<file path="src/rtl/rot4_cmd_queue.sv">
// Command queue in front of a 4-bit barrel rotator: buffers {amt,data} commands
// and registers the rotator result into an output slot.
// Latency: a command accepted at edge N shows as res_valid after edge N+1. There is no bypass path.
// Backpressure: cmd_ready drops at full and does not look ahead to a same-cycle pop.
//   The result slot holds while res_valid && !res_ready.
// Ports:
//   clk, rst_n                  clock, asynchronous active-low reset
//   cmd_valid/cmd_ready         command handshake, carrying cmd_data (4b) and cmd_amt (2b)
//   rot_in/rot_sel -> rot_out   external combinational rotator, driven from the head entry
//   res_valid/res_ready         result handshake, carrying res_data (4b)
//   count                       FIFO occupancy, 0..DEPTH
module rot4_cmd_queue #(
  parameter int DEPTH = 4,
  localparam int AW = $clog2(DEPTH)
) (
  input  logic          clk,
  input  logic          rst_n,
  input  logic          cmd_valid,
  output logic          cmd_ready,
  input  logic [3:0]    cmd_data,
  input  logic [1:0]    cmd_amt,
  output logic [3:0]    rot_in,
  output logic [1:0]    rot_sel,
  input  logic [3:0]    rot_out,
  output logic          res_valid,
  input  logic          res_ready,
  output logic [3:0]    res_data,
  output logic [AW:0]   count
);

  // Storage entry layout: {amt[1:0], data[3:0]}.
  logic [5:0]    r_mem [DEPTH];
  logic [AW-1:0] r_wptr;
  logic [AW-1:0] r_rptr;
  logic [AW:0]   r_count;
  logic          r_res_valid;
  logic [3:0]    r_res_data;

  logic          w_full;
  logic          w_empty;
  logic          w_push;
  logic          w_load;
  logic [5:0]    w_head;

  assign w_full  = (r_count == (AW+1)'(DEPTH));
  assign w_empty = (r_count == '0);

  // Ready comes from registered occupancy only. A full queue therefore stalls
  // for one cycle even when the head is being consumed on the same edge.
  assign w_push  = cmd_valid && !w_full;

  // The head moves into the slot when the slot is empty or is being drained now.
  assign w_load  = !w_empty && (!r_res_valid || res_ready);

  // The rotator sees the head straight from storage registers. It sees zeros
  // when the queue is empty, so its inputs never carry a stale entry.
  assign w_head  = r_mem[r_rptr];
  assign rot_in  = w_empty ? 4'b0000 : w_head[3:0];
  assign rot_sel = w_empty ? 2'b00   : w_head[5:4];

  assign cmd_ready = !w_full;
  assign res_valid = r_res_valid;
  assign res_data  = r_res_data;
  assign count     = r_count;

  // Storage contents carry no reset. The pointers and count decide what is live.
  always_ff @(posedge clk) begin
    if (w_push) begin
      r_mem[r_wptr] <= {cmd_amt, cmd_data};
    end
  end

  // DEPTH is a power of two, so the natural pointer wrap gives modulo DEPTH.
  always_ff @(posedge clk or negedge rst_n) begin
    if (!rst_n) begin
      r_wptr <= '0;
      r_rptr <= '0;
    end else begin
      if (w_push) r_wptr <= r_wptr + AW'(1);
      if (w_load) r_rptr <= r_rptr + AW'(1);
    end
  end

  always_ff @(posedge clk or negedge rst_n) begin
    if (!rst_n) begin
      r_count <= '0;
    end else begin
      case ({w_push, w_load})
        2'b10:   r_count <= r_count + (AW+1)'(1);
        2'b01:   r_count <= r_count - (AW+1)'(1);
        default: r_count <= r_count;
      endcase
    end
  end

  // On release without a new load, res_data keeps its last value and only the valid bit drops.
  always_ff @(posedge clk or negedge rst_n) begin
    if (!rst_n) begin
      r_res_valid <= 1'b0;
      r_res_data  <= 4'b0000;
    end else if (w_load) begin
      r_res_valid <= 1'b1;
      r_res_data  <= rot_out;
    end else if (r_res_valid && res_ready) begin
      r_res_valid <= 1'b0;
    end
  end

  // Occupancy stays bounded, and the pointer distance agrees with count.
  // At full, the pointers are equal and count is DEPTH.
  a_count_bound : assert property (@(posedge clk) disable iff (!rst_n)
    r_count <= (AW+1)'(DEPTH));
  a_ptr_diff : assert property (@(posedge clk) disable iff (!rst_n)
    AW'(r_wptr - r_rptr) == r_count[AW-1:0]);

endmodule

</file>
<file path="config.mk">
export PLATFORM = sky130hd
export DESIGN_NAME = rot4_cmd_queue
export DESIGN_NICKNAME = d
export VERILOG_FILES = /design/src/rtl/rot4_cmd_queue.sv
export SDC_FILE = /design/constraint.sdc
export NUM_CORES = 1
export LEC_CHECK = 0
export BUFFER_PORTS_ARGS = -buffer_cell sky130_fd_sc_hd__buf_2
export CORE_UTILIZATION = 50
export CTS_BUF_LIST = sky130_fd_sc_hd__clkbuf_8
export DETAILED_ROUTE_END_ITERATION = 10
export HOLD_SLACK_MARGIN = 0.02
export MAX_ROUTING_LAYER = met4
export PLACE_DENSITY_LB_ADDON = 0.12
export REMOVE_ABC_BUFFERS = 1
export SYNTH_ARGS = -nofsm -noshare
export SYNTH_HDL_FRONTEND = slang
export SYNTH_SLANG_ARGS = --single-unit
</file>
<file path="constraint.sdc">
create_clock -name clk -period 2.7 [get_ports clk]
set_clock_uncertainty 0.2 [all_clocks]
set_input_delay 0.27 -clock clk [delete_from_list [all_inputs] [get_ports clk]]
set_output_delay 0.27 -clock clk [all_outputs]
set_load 0.01 [all_outputs]
</file>
Yosys cells after proc, flatten, opt, wreduce, memory -nomap -nowiden --
Memories as Yosys holds them, arrays and structs flattened. Index checks and enable logic that the tools add are counted.
Cells by class: equality and inequality tests 3, multiply operators 0, bitwise operators 0, shift operators 0, muxes and demuxes 7, divide/modulo/power cells 0, order comparisons 0, $add $sub $neg 4, reductions and logical operators 10
Operator list (count):
- 3-bit one-hot mux with 2 select lines | 1
- 2-bit by 1-bit adder with 2-bit output, second input constant | 2
- 1-bit two-way mux | 4
- 4-bit two-way mux | 1
- 2-bit nonzero test | 2
- 3-bit by 1-bit adder with 3-bit output, second input constant | 1
- 3-bit == test, second input constant | 1
- 1-bit logical AND | 3
- 1-bit zero test | 3
- 3-bit zero test | 1
- 3-bit by 1-bit subtractor with 3-bit output, second input constant | 1
- 2-bit by 1-bit == test with 1-bit output, second input constant | 1
- 2-bit == test, second input constant | 1
- 2-bit two-way mux | 1
- 1-bit logical OR | 1
Word-level totals: bits in latches 0, memory bits (writable) 24, flip-flop bits (word level) 12, logic and storage cells 30, ROM bits 0, output and inout port bits 15, memories kept 1
Memories:
- r_mem | depth 4, bits a word 6, rd ports 1, clocked after Yosys merged registers in 0, write ports 1, line 32 | logic [5:0] r_mem [DEPTH];

Logic depth before layout (Yosys ltp) --
depth after elaboration 5, mapped depth 9, gate-level depth less buffers 9

Worst setup path before layout --
Ideal clock, no wire load.
path type reg-to-reg, start register r_count[0] (netlist: count[0]), end register r_count[2] (netlist: count[2]), cell stages (with the launch flop) 10, data arrival time 2.060 ns, data required time 2.421 ns, setup slack 0.361 ns, path through dfrtp_1 > or3b_4 > and2_4 > inv_1 > ha_1 > inv_1 > fa_1 > xor2_1 > nor2_1 > xor2_1
On the way: cells in the longest elaborated chain, start to end 5
RTL lines:
- start: declaration | line 35 | logic [AW:0] r_count;
- start signal: assignment | line 89 | 2'b10: r_count <= r_count + (AW+1)'(1);
- start signal: assignment | line 90 | 2'b01: r_count <= r_count - (AW+1)'(1);
- start signal: assignment | line 91 | default: r_count <= r_count;
- 3-bit == test * | line 45 | assign w_full = (r_count == (AW+1)'(DEPTH));
- 1-bit zero test *
- net cmd_ready | line 19 | output logic cmd_ready,
- 1-bit logical AND * | line 50 | assign w_push = cmd_valid && !w_full;
- 2-bit by 1-bit == test with 1-bit output / 2-bit == test (equally long branches) | line 88 | case ({w_push, w_load})
- 3-bit one-hot mux with 2 select lines / 2-bit nonzero test (equally long branches)
Mark *: on every way through the listed nets, which the timed path passes. The rest lies on a longest branch. A chain may end at the register's enable or synchronous reset.

Worst setup path after layout --
start register r_count[0] (netlist: count[0]), end register r_count[2] (netlist: count[2])
On the way: cells in the longest elaborated chain, start to end 5
RTL lines (line):
- 3-bit == test / 3-bit zero test (equally long branches) | 45, 46
- 1-bit zero test, on equally long branches | 50, 53
- 1-bit logical AND, on equally long branches | 50, 53
- 2-bit by 1-bit == test with 1-bit output / 2-bit == test (equally long branches) | 88
- 3-bit one-hot mux with 2 select lines / 2-bit nonzero test (equally long branches)
Several ways; a longest one is shown, not always the timed one.

==> run metrics <==
setup tns final=0 ns; die area=3286 um2; VDD IR max=around 0.64 mV; ranking of synthesized cells by area=edfxtp_1, dfrtp_1, mux4_2; Leak Pwr=0.8048 nW; DR pass1 iterations=9; antenna violations before repair=0; crit path DAT=2.42 ns; synth unique cells=23; RSZ-0062 raised after global routing=false; PD cells=just over 1000 nW/um2; starting density of the core=0.5409; CP bufs+invs=2; HP Class=in2reg; crit path max-delay cell type=dfrtp_1; sequential share of the synthesized area=0.6672; largest area contributor in the netlist=edfxtp_1; hpwl dp=1.772 mm; port bufs=28; CP required=2.71 ns; switching share of power=0.3235; Post-Synthesis Cell Area=1530 um2; max cap viols=0; latest clock arrival within the worst-skew pair=0.28 ns; Core ar.=2829 um2; hold violation count in the final report=0; Final min period=2.415 ns; register area=1021 um2; area of the multi-input gates=around 470 um2; Final period util=0.8943; DR WL/cell=15.66 um; Cell Chain, Critical Path=or3b_4 -> and2_4 -> inv_1 -> ha_1 -> inv_1 -> fa_1 -> xor2_1 -> nor2_1 -> xor2_1; clk root buf=clkbuf_8; area share of the largest cell type after synthesis=0.4710; Crit path max-delay family=simple AND/OR/NAND/NOR gates; Vias per Instance=between 5 and 6; Logic pwr share=0.377; Placed Cells=145; Cell Area, Placed=1710 um2; pin count of the biggest net entering global routing=13; CTS tree=yes; fraction of registers with async set/reset=0.3333; Crit Path Class=reg2reg; Iter 0 DRT Violations=26; top post-synthesis cells by count=edfxtp_1, dfrtp_1, inv_1, mux4_2; Post-synth EDFFs=24; flops & latches, synth=36; total congestion overflow=0; clock slew at the register clock pins of the worst setup and hold paths=~0.06 ns; FF-to-FF setup slack=between 0.2 and 0.3 ns; Reg power frac=0.449; final WL=2.569 mm; FILL cells=204; Crit path largest cell delay=about 0.44 ns; final setup violation count=0; CTS resizes=0; CTS max path bufs=2; Layout area overhead=24.20%; Net Switching=~640 uW; Clk pwr share=0.174; fmax=about 410 MHz; hold_buf cts=11; I/O pin count=29; Critical Path Start Type=register; chip width=between 50 and 60 um; count leader, synth=edfxtp_1; height of the die=57.32 um; status=finished with violations; Ys Warns=0; vias in the first global route=901; fin cells=164; first-pass GRT wire length=between 4 and 5 mm; Slew HR=0.6780; Final Instance Area=approximately 1900 um2; DRC Markers=3; Layout Utilization=0.6718; total power=1.975 mW; Post-Syn Area per Cell=17.59 um2; Cells after Synth=87; htree depth=2; vias=850; row count=19; Total Routing Usage GR=0.1911; Slew @ Worst Pin=0.4831 ns; Top FF cell, synth=edfxtp_1; Setup crit end kind=register; CTS buffer count=5; # Post-CTS Setup Buffers=0; maximum fanout along the worst path=6; nets=152; violated checks=DRC; clk sink count=36; Placer Congestion=between 0.7 and 0.8; fraction of layout cells with a size suffix above 1=0.3985; ANT cells=0; Slew Limit Fails=0; Routed Antenna Nets=0; Int Pwr=approximately 1.3 mW
==> sequential cells by signal, summed over array words and instances, names as in the netlist <==
signal,count
count,3
r_mem,24
r_rptr,2
r_wptr,2
res_data,4
res_valid,1
==> routing by layer <==
layer,part of all wire,GRT usage
met1,0.46,0.2508
met2,0.48,0.2790
met3,0.041,0.05669
met4,0.021,0.08362
met5,0,-
==> stage by stage <==
stage / setup slack (ns) / hold WS [ns]
finish: 0.2853 / 0.1106
global route: 0.1656 / 0.1321
CTS: 0.2861 / 0.1021
detailed placement: 0.2973 / -0.04037
global placement: 0.3829 / -0.04745
floorplan: 0.3595 / -0.2256
==> power groups by stage <==
| stage | Clock [mW] | Sequential (mW) | Combinational, mW |
|---|---|---|---|
| 6_report | 0.343 | 0.888 | 0.745 |
| 5_1_grt | 0.374 | 0.914 | 0.823 |
| 4_1_cts | 0.354 | 0.892 | 0.758 |
| 3_5_place_dp | 0 | 0.902 | 0.744 |
| 3_3_place_gp | 0 | 0.890 | 0.727 |
| 2_1_floorplan | 0 | 0.892 | 0.480 |
==> area by class of cell <==
cell class | count | share of cell area
flip-flops and latches | 36 | 0.5372
multi-input cells | 42 | 0.2488
repair buffers | 41 | 0.1396
clock buffers | 5 | 0.03621
well taps | 31 | 0.02041
inverters | 6 | 0.01185
clock inverters | 3 | 0.005925
==> worst paths after layout <==
path	from	endpoint	cells after the start
min reg2reg	res_data[3]	res_data[3]	1
min in group asynchronous	rst_n	res_data[0]	2
max in group asynchronous	rst_n	r_rptr[1]	2
max reg2reg	count[0]	count[2]	9
min	res_ready	res_valid	3
max	count[0]	count[2]	9
==> worst min-delay path: cells and delay by family <==
family,cells,cell delay [ns]
and+or+nand+nor,2,0.20
buffers and inverters,1,0.07
==> cells in the final DEF (no fill, tap or decap), types with 2 or more instances in the layout <==
master | synthesis | routed
buf_2 | 2 | 28
edfxtp_1 | 24 | 24
dfrtp_1 | 12 | 12
dlygate4sd3_1 | 0 | 11
inv_1 | 6 | 8
mux4_2 | 6 | 6
and2b_1 | 5 | 5
ha_1 | 5 | 5
clkbuf_8 | 0 | 5
and3_2 | 4 | 4
xor2_1 | 4 | 4
mux2_2 | 4 | 4
nor2b_1 | 2 | 2
xnor2_1 | 2 | 2
buf_4 | 0 | 2
==> kinds of logic after synthesis <==
kind of cell | synth area share
xor gates and xnor gates | 0.03434
adders and majority gates | 0.05397
DFF | 0.6672
and+or+nand+nor | 0.08667
muxes | 0.1341
buffers and inverters | 0.02371
Power figures use the tool's default switching activity.
